==> src/rtl/ringbuffer_ctrl.sv <==
// ringbuffer_ctrl
// Pointer and flag controller for a power-of-two ring buffer of 2**BITS
// entries. It holds no data. It tracks the next write slot and the next
// read slot of an external RAM, and it flags empty and full.
//
// Ports:
//   clk         system clock; all state updates on the rising edge
//   reset       synchronous, active-high; clears pointers and flags
//   write_done  producer strobe; each 0->1 transition is one completed write
//   read_done   consumer strobe; each 0->1 transition is one completed read
//   write_addr  registered slot for the next write
//   read_addr   registered slot for the next read
//   empty       registered; high when the buffer holds 0 entries
//   full        registered; high when the buffer holds 2**BITS entries
module ringbuffer_ctrl #(
  parameter int BITS = 4
) (
  input  logic            clk,
  input  logic            reset,
  input  logic            write_done,
  input  logic            read_done,
  output logic [BITS-1:0] write_addr,
  output logic [BITS-1:0] read_addr,
  output logic            empty,
  output logic            full
);

  localparam logic [BITS-1:0] PTR_ONE = BITS'(1);
  localparam logic [BITS:0]   CNT_ONE = (BITS+1)'(1);
  localparam logic [BITS:0]   CNT_CAP = {1'b1, {BITS{1'b0}}};

  logic            wr_prev_q, rd_prev_q;
  logic [BITS-1:0] wr_ptr_q, wr_ptr_d;
  logic [BITS-1:0] rd_ptr_q, rd_ptr_d;
  logic [BITS:0]   count_q, count_d;
  logic            empty_q, empty_d;
  logic            full_q, full_d;

  logic wr_ev, rd_ev, wr_ok, rd_ok;

  // Rising-edge detection: a strobe held high counts exactly once.
  assign wr_ev = write_done & ~wr_prev_q;
  assign rd_ev = read_done  & ~rd_prev_q;

  // Acceptance uses the flags from before this edge; a rejected event is
  // simply dropped.
  assign wr_ok = wr_ev & ~full_q;
  assign rd_ok = rd_ev & ~empty_q;

  always_comb begin
    wr_ptr_d = wr_ptr_q;
    rd_ptr_d = rd_ptr_q;
    count_d  = count_q;
    if (wr_ok) wr_ptr_d = wr_ptr_q + PTR_ONE;
    if (rd_ok) rd_ptr_d = rd_ptr_q + PTR_ONE;
    // A simultaneous write and read leaves occupancy unchanged.
    case ({wr_ok, rd_ok})
      2'b10:   count_d = count_q + CNT_ONE;
      2'b01:   count_d = count_q - CNT_ONE;
      default: count_d = count_q;
    endcase
    // Flags are registered from the next occupancy. This resolves the case
    // where the two pointers are equal, which can mean empty or full.
    empty_d = (count_d == '0);
    full_d  = (count_d == CNT_CAP);
  end

  always_ff @(posedge clk) begin
    // The strobe history follows its input during reset as well. A strobe
    // already high at release is therefore not counted.
    wr_prev_q <= write_done;
    rd_prev_q <= read_done;
    if (reset) begin
      wr_ptr_q <= '0;
      rd_ptr_q <= '0;
      count_q  <= '0;
      empty_q  <= 1'b1;
      full_q   <= 1'b0;
    end else begin
      wr_ptr_q <= wr_ptr_d;
      rd_ptr_q <= rd_ptr_d;
      count_q  <= count_d;
      empty_q  <= empty_d;
      full_q   <= full_d;
    end
  end

  assign write_addr = wr_ptr_q;
  assign read_addr  = rd_ptr_q;
  assign empty      = empty_q;
  assign full       = full_q;

endmodule

==> config.mk <==
export PLATFORM = sky130hd
export DESIGN_NAME = ringbuffer_ctrl
export DESIGN_NICKNAME = d
export VERILOG_FILES = /design/src/rtl/ringbuffer_ctrl.sv
export SDC_FILE = /design/constraint.sdc
export NUM_CORES = 1
export LEC_CHECK = 0
export BUFFER_PORTS_ARGS = -buffer_cell sky130_fd_sc_hd__buf_2
export CAP_MARGIN = 10
export CORE_UTILIZATION = 48
export CTS_BUF_LIST = sky130_fd_sc_hd__clkbuf_4 sky130_fd_sc_hd__clkbuf_8 sky130_fd_sc_hd__clkbuf_16
export DETAILED_ROUTE_END_ITERATION = 10
export PLACE_DENSITY = 0.68
export SLEW_MARGIN = 10
export SYNTH_ARGS = -nofsm -noshare
export SYNTH_HDL_FRONTEND = slang
export SYNTH_SLANG_ARGS = --single-unit
==> constraint.sdc <==
create_clock -name clk -period 2.17 [get_ports clk]
set_input_delay 0.217 -clock clk [delete_from_list [all_inputs] [get_ports clk]]
set_output_delay 0.217 -clock clk [all_outputs]
set_load 0.03 [all_outputs]
Yosys cells after proc, flatten, opt, wreduce, memory -nomap -nowiden
Index checks and enable logic that the tools add are counted.
- flip-flop bits (word level): 17
- input bits: 4
- output and inout bits: 10
- logic and storage cells: 24
- add/sub/neg operators: 4
- eq/ne operators: 3
- multiplexer cells: 1
- bitwise operators: 8
- reduce and logical (&&, ||, !) cells: 1
- operator list (kind ; number):
    $pmux 5 s2 ; 1
    $add 4x1->4 const B ; 2
    $add 5x1->5 const B ; 1
    $eq 5x5->1 const B ; 1
    $logic_not 5->1 ; 1
    $sub 5x1->5 const B ; 1
    $and 1x1->1 ; 4
    $not 1->1 ; 4
    $eq 2x1->1 const B ; 1
    $eq 2x2->1 const B ; 1

Depth between registers and ports, before layout
- word-level depth: 6
- gate-level depth with buffers: 11

Least setup slack after synthesis
No wires, ideal clock.
- kind: register -> register
- start: register empty_q (netlist: empty)
- end: register full_q (netlist: full)
- arrival: 2.337 ns
- required time: 2.082 ns
- setup slack: -0.254 ns
- stages on the path, launching flop included: 12
- period minus slack after synthesis: 2.424 ns
- cell sequence: dfxtp_1 > or3b_1 > buf_2 > clkinv_2 > nand2_1 > xnor2_1 > ha_1 > nand4b_1 > a221o_1 > o211a_1 > xor2_1 > nor4_2
- cells in the longest elaborated chain, start to end: 5
- ends and longest elaborated chain (what ; RTL line ; source):
    start, declared ; 36 ; logic empty_q, empty_d;
    start signal, assigned ; 83 ; empty_q <= empty_d;
    $not 1->1 * ; 48 ; assign rd_ok = rd_ev & ~empty_q;
    $and 1x1->1 * ; 48 ;
    $eq 2x1->1 or $eq 2x2->1 (tied branches) ; 57 ; case ({wr_ok, rd_ok})
    $pmux 5 s2 * ; 57 ;
    $eq 5x5->1 * ; 65 ; full_d = (count_d == CNT_CAP);
    end signal, assigned ; 84 ; full_q <= full_d;
    end, declared ; 37 ; logic full_q, full_d;
Mark *: on every way between the ends. The rest lies on a longest branch, timed or not.
A chain may end at the register's enable or synchronous reset.

Final worst setup path
- start: register empty_q (netlist: empty)
- end: register empty_q (netlist: empty)
- cells in the longest elaborated chain, start to end: 5
- ends and longest elaborated chain (what ; RTL line ; source):
    $not 1->1 * ; 48 ;
    $and 1x1->1 * ; 48 ;
    $eq 2x1->1 or $eq 2x2->1 (tied branches) ; 57 ;
    $pmux 5 s2 * ; 57 ;
    $logic_not 5->1 * ; 64 ; empty_d = (count_d == '0);
Marks and branches as above.

==> flow_summary.json <==
{
  "outcome": "complete, but fails checks",
  "violations": "setup timing",
  "slew_headroom": 0.715,
  "initial_core_util": 0.540,
  "synthTopCellsByArea": "dfxtp_1 (40%), xor2_1 (7.2%), ha_1 (5.9%), nor2_1 (5.3%), xnor2_1 (5.1%)",
  "cp.arrival_ns": 2.44,
  "remaining_drc_errors": 0,
  "numCtsBuffers": 3,
  "r2r-start": "empty",
  "grt_pass1_vias": 731,
  "drt-total-wl_um": 1840,
  "core.rowCount": 14,
  "yosys-top-cells-count": "dfxtp_1 (17), nor2_1 (12), nand2_1 (7), xor2_1 (7)",
  "yosysWarningCount": 0,
  "clock_path_buffers": 2,
  "cts_root_buf": "clkbuf_4",
  "htreeDepth": 1,
  "synth_edf_count": 0,
  "ys.flop_type": "dfxtp_1",
  "finalClockSkew_ns": 0.00556,
  "hold_viol": 0,
  "worst_pin_slew_ns": 0.427,
  "diodes": 0,
  "r2r-end": "empty",
  "slew_violations": 0,
  "cts.sinks": 17,
  "path_clk_slew_ns": 0.10,
  "worst-setup-path-type": "flop to flop",
  "antenna_found_initial": 0,
  "grt.overflow.total": 0,
  "ir_worst_vdd_uv": 644,
  "worstSkewPairLatency_ns": 0.29,
  "fin_nets": 128,
  "dieHeight_um": 44.1,
  "via_per_inst": 5.61,
  "dpl-instance-area_um2": 1030,
  "syn-num-nets": 102,
  "cp_data_required_time_ns": 2.36,
  "die-area_um2": 1950,
  "drive_gt1_frac": 0.412,
  "dp_hpwl_um": 1230,
  "max-cap-violations": 0,
  "vias": 757,
  "yosysTopAreaCellShare": 0.399,
  "setup_viol": 2,
  "rsz0062_at_grt": "yes",
  "hold_buffers": 0,
  "synthArstFlopShare": 0,
  "min_path_type": "input port to flop",
  "fin_crit_ns": 2.26,
  "p_sw_frac": 0.305,
  "path_max_fanout": 3,
  "r2r_slack_ns": -0.09,
  "firstDrtPassIters": 6,
  "cts_tree": "yes",
  "synth_area_per_cell_um2": 9.06,
  "port_buffers": 13,
  "fmax_mhz": 443,
  "syn_to_final_growth_pct": 36.7,
  "seq_area_frac_synth": 0.399,
  "numPlacedInstances": 128,
  "synth.largest_area_cell": "dfxtp_1",
  "power.share.clock": 0.232,
  "io_pins": 14,
  "ys_ff_latch": 17,
  "power.switching_mw": 0.216,
  "min_delay_path_depth": 1,
  "synthCells": 94,
  "wl_per_cell_um": 13.6,
  "power.total_mw": 0.708,
  "syn_area_um2": 852,
  "power.leakage_nw": 0.495,
  "synth_cell_types": 32,
  "cp-end-kind": "flop",
  "power_density_nw_per_um2": 608,
  "first_iter_violations": 6,
  "fin_area_um2": 1160,
  "start_kind": "flop",
  "power_frac_comb": 0.270,
  "post-route-period-util": 1.04,
  "p_int_mw": 0.492,
  "grt_pass1_wl_um": 3240,
  "ant_nets": 0,
  "rr_worst_depth": 10,
  "final.fill_count": 112,
  "instances_no_fill": 135,
  "p_seq_frac": 0.497,
  "hold_path_end": "wr_prev_q",
  "hold_ws_ns": 0.0373,
  "yosysMostFrequentCell": "dfxtp_1",
  "hp-start": "write_done",
  "fin_ws_ns": -0.0853,
  "gp_congestion": 0.897,
  "grt_max_degree": 15,
  "die_w_um": 44.1,
  "track_usage": 0.225,
  "dp_slack_ns": -0.314,
  "coreArea_um2": 1580
}
[through the flow]
stage | setup TNS (ns) | utilization
final | -0.131 | 0.739
after global routing | -0.566 | 0.739
after CTS | -0.102 | 0.722
after detailed placement | -0.643 | 0.653
after global placement | -0.347 | 0.653
after floorplan | -0.311 | -
[worst max-delay path: stages (launching register included)]
cell and delay (ns):
dfxtp_4 0.35, or3b_4 0.41, clkinv_8 0.08, nand2_8 0.05, xnor2_4 0.14, ha_4 0.15
nand4b_1 0.08, a221o_1 0.31, o211a_1 0.15, xnor2_1 0.16, o31ai_2 0.27
[cell usage in the layout (no fill, tap or decap), types with 2 or more instances in the layout]
master,synthesis,routed
buf_2,2,13
o211ai_1,2,2
nor2_1,12,12
xnor2_1,5,4
dfxtp_1,17,15
nand2_1,7,6
ha_1,4,2
ha_4,0,2
nor3b_4,1,2
a21oi_2,0,2
clkbuf_4,0,3
a21o_1,2,2
xor2_1,7,7
nand4_1,4,4
nor3_1,3,2
buf_4,0,12
a31oi_2,0,2
a21oi_1,5,3
[how the worst max path moves through the flow]
stage,slack [ns],from,cells after the start,to
after floorplan,-0.14,empty,11,full
after global placement,-0.22,empty,10,empty
after detailed placement,-0.31,empty,10,empty
after CTS,-0.04,empty,10,empty
after global routing,-0.20,empty,10,empty
final,-0.09,empty,10,empty
[layer usage]
metal | up-vias | global-route usage | wire (um)
li1 | 375 | - | -
met1 | 359 | 0.281 | 805
met2 | 21 | 0.382 | 938
met3 | 2 | 0.0694 | 83
met4 | 0 | 0.0424 | 13
met5 | - | 0 | 0
[power groups by stage]
stage	Combinational, mW	Clock (mW)	Sequential [mW]
after floorplan	0.0940	0	0.365
after global placement	0.147	0	0.355
after detailed placement	0.150	0	0.355
after CTS	0.180	0.174	0.352
after global routing	0.208	0.186	0.355
final	0.191	0.164	0.352
[cell families (layout without fill, tap and decap cells)]
| group | count (synthesis) | count (layout) | synth area share |
|---|---|---|---|
| AND/OR/NAND/NOR | 37 | 37 | 0.247 |
| XOR/XNOR | 12 | 12 | 0.123 |
| adder cells (fa/ha/maj) | 4 | 4 | 0.0587 |
| multiplexers | 1 | 1 | 0.0117 |
| flip-flops | 17 | 17 | 0.399 |
| buffers and inverters | 8 | 33 | 0.0426 |
| AO/OA/AOI/OAI | 15 | 15 | 0.117 |
[state kept, by name, summed over array words and instances (netlist names)]
signal / cells
count_q: 5
rd_prev_q: 1
read_addr: 4
wr_prev_q: 1
empty: 1
write_addr: 4
full: 1
[repair_timing]
action,4_1_cts,5_1_grt
buffers inserted,2,1
gates resized for setup,9,4
pin swaps,7,4
endpoints found under the setup margin,4,4
[layout make-up]
class                           count  area (um2)  share of cell area
Inverter                            3        26.3              0.0226
Tap cell                           16        20.0              0.0172
Clock buffer                        3        22.5              0.0193
Multi-Input combinational cell     69         579               0.497
Timing Repair Buffer               26         166               0.143
Clock inverter                      1        5.00             0.00430
Sequential cell                    17         345               0.296
Note: power is estimated with default switching activity, not from simulation.
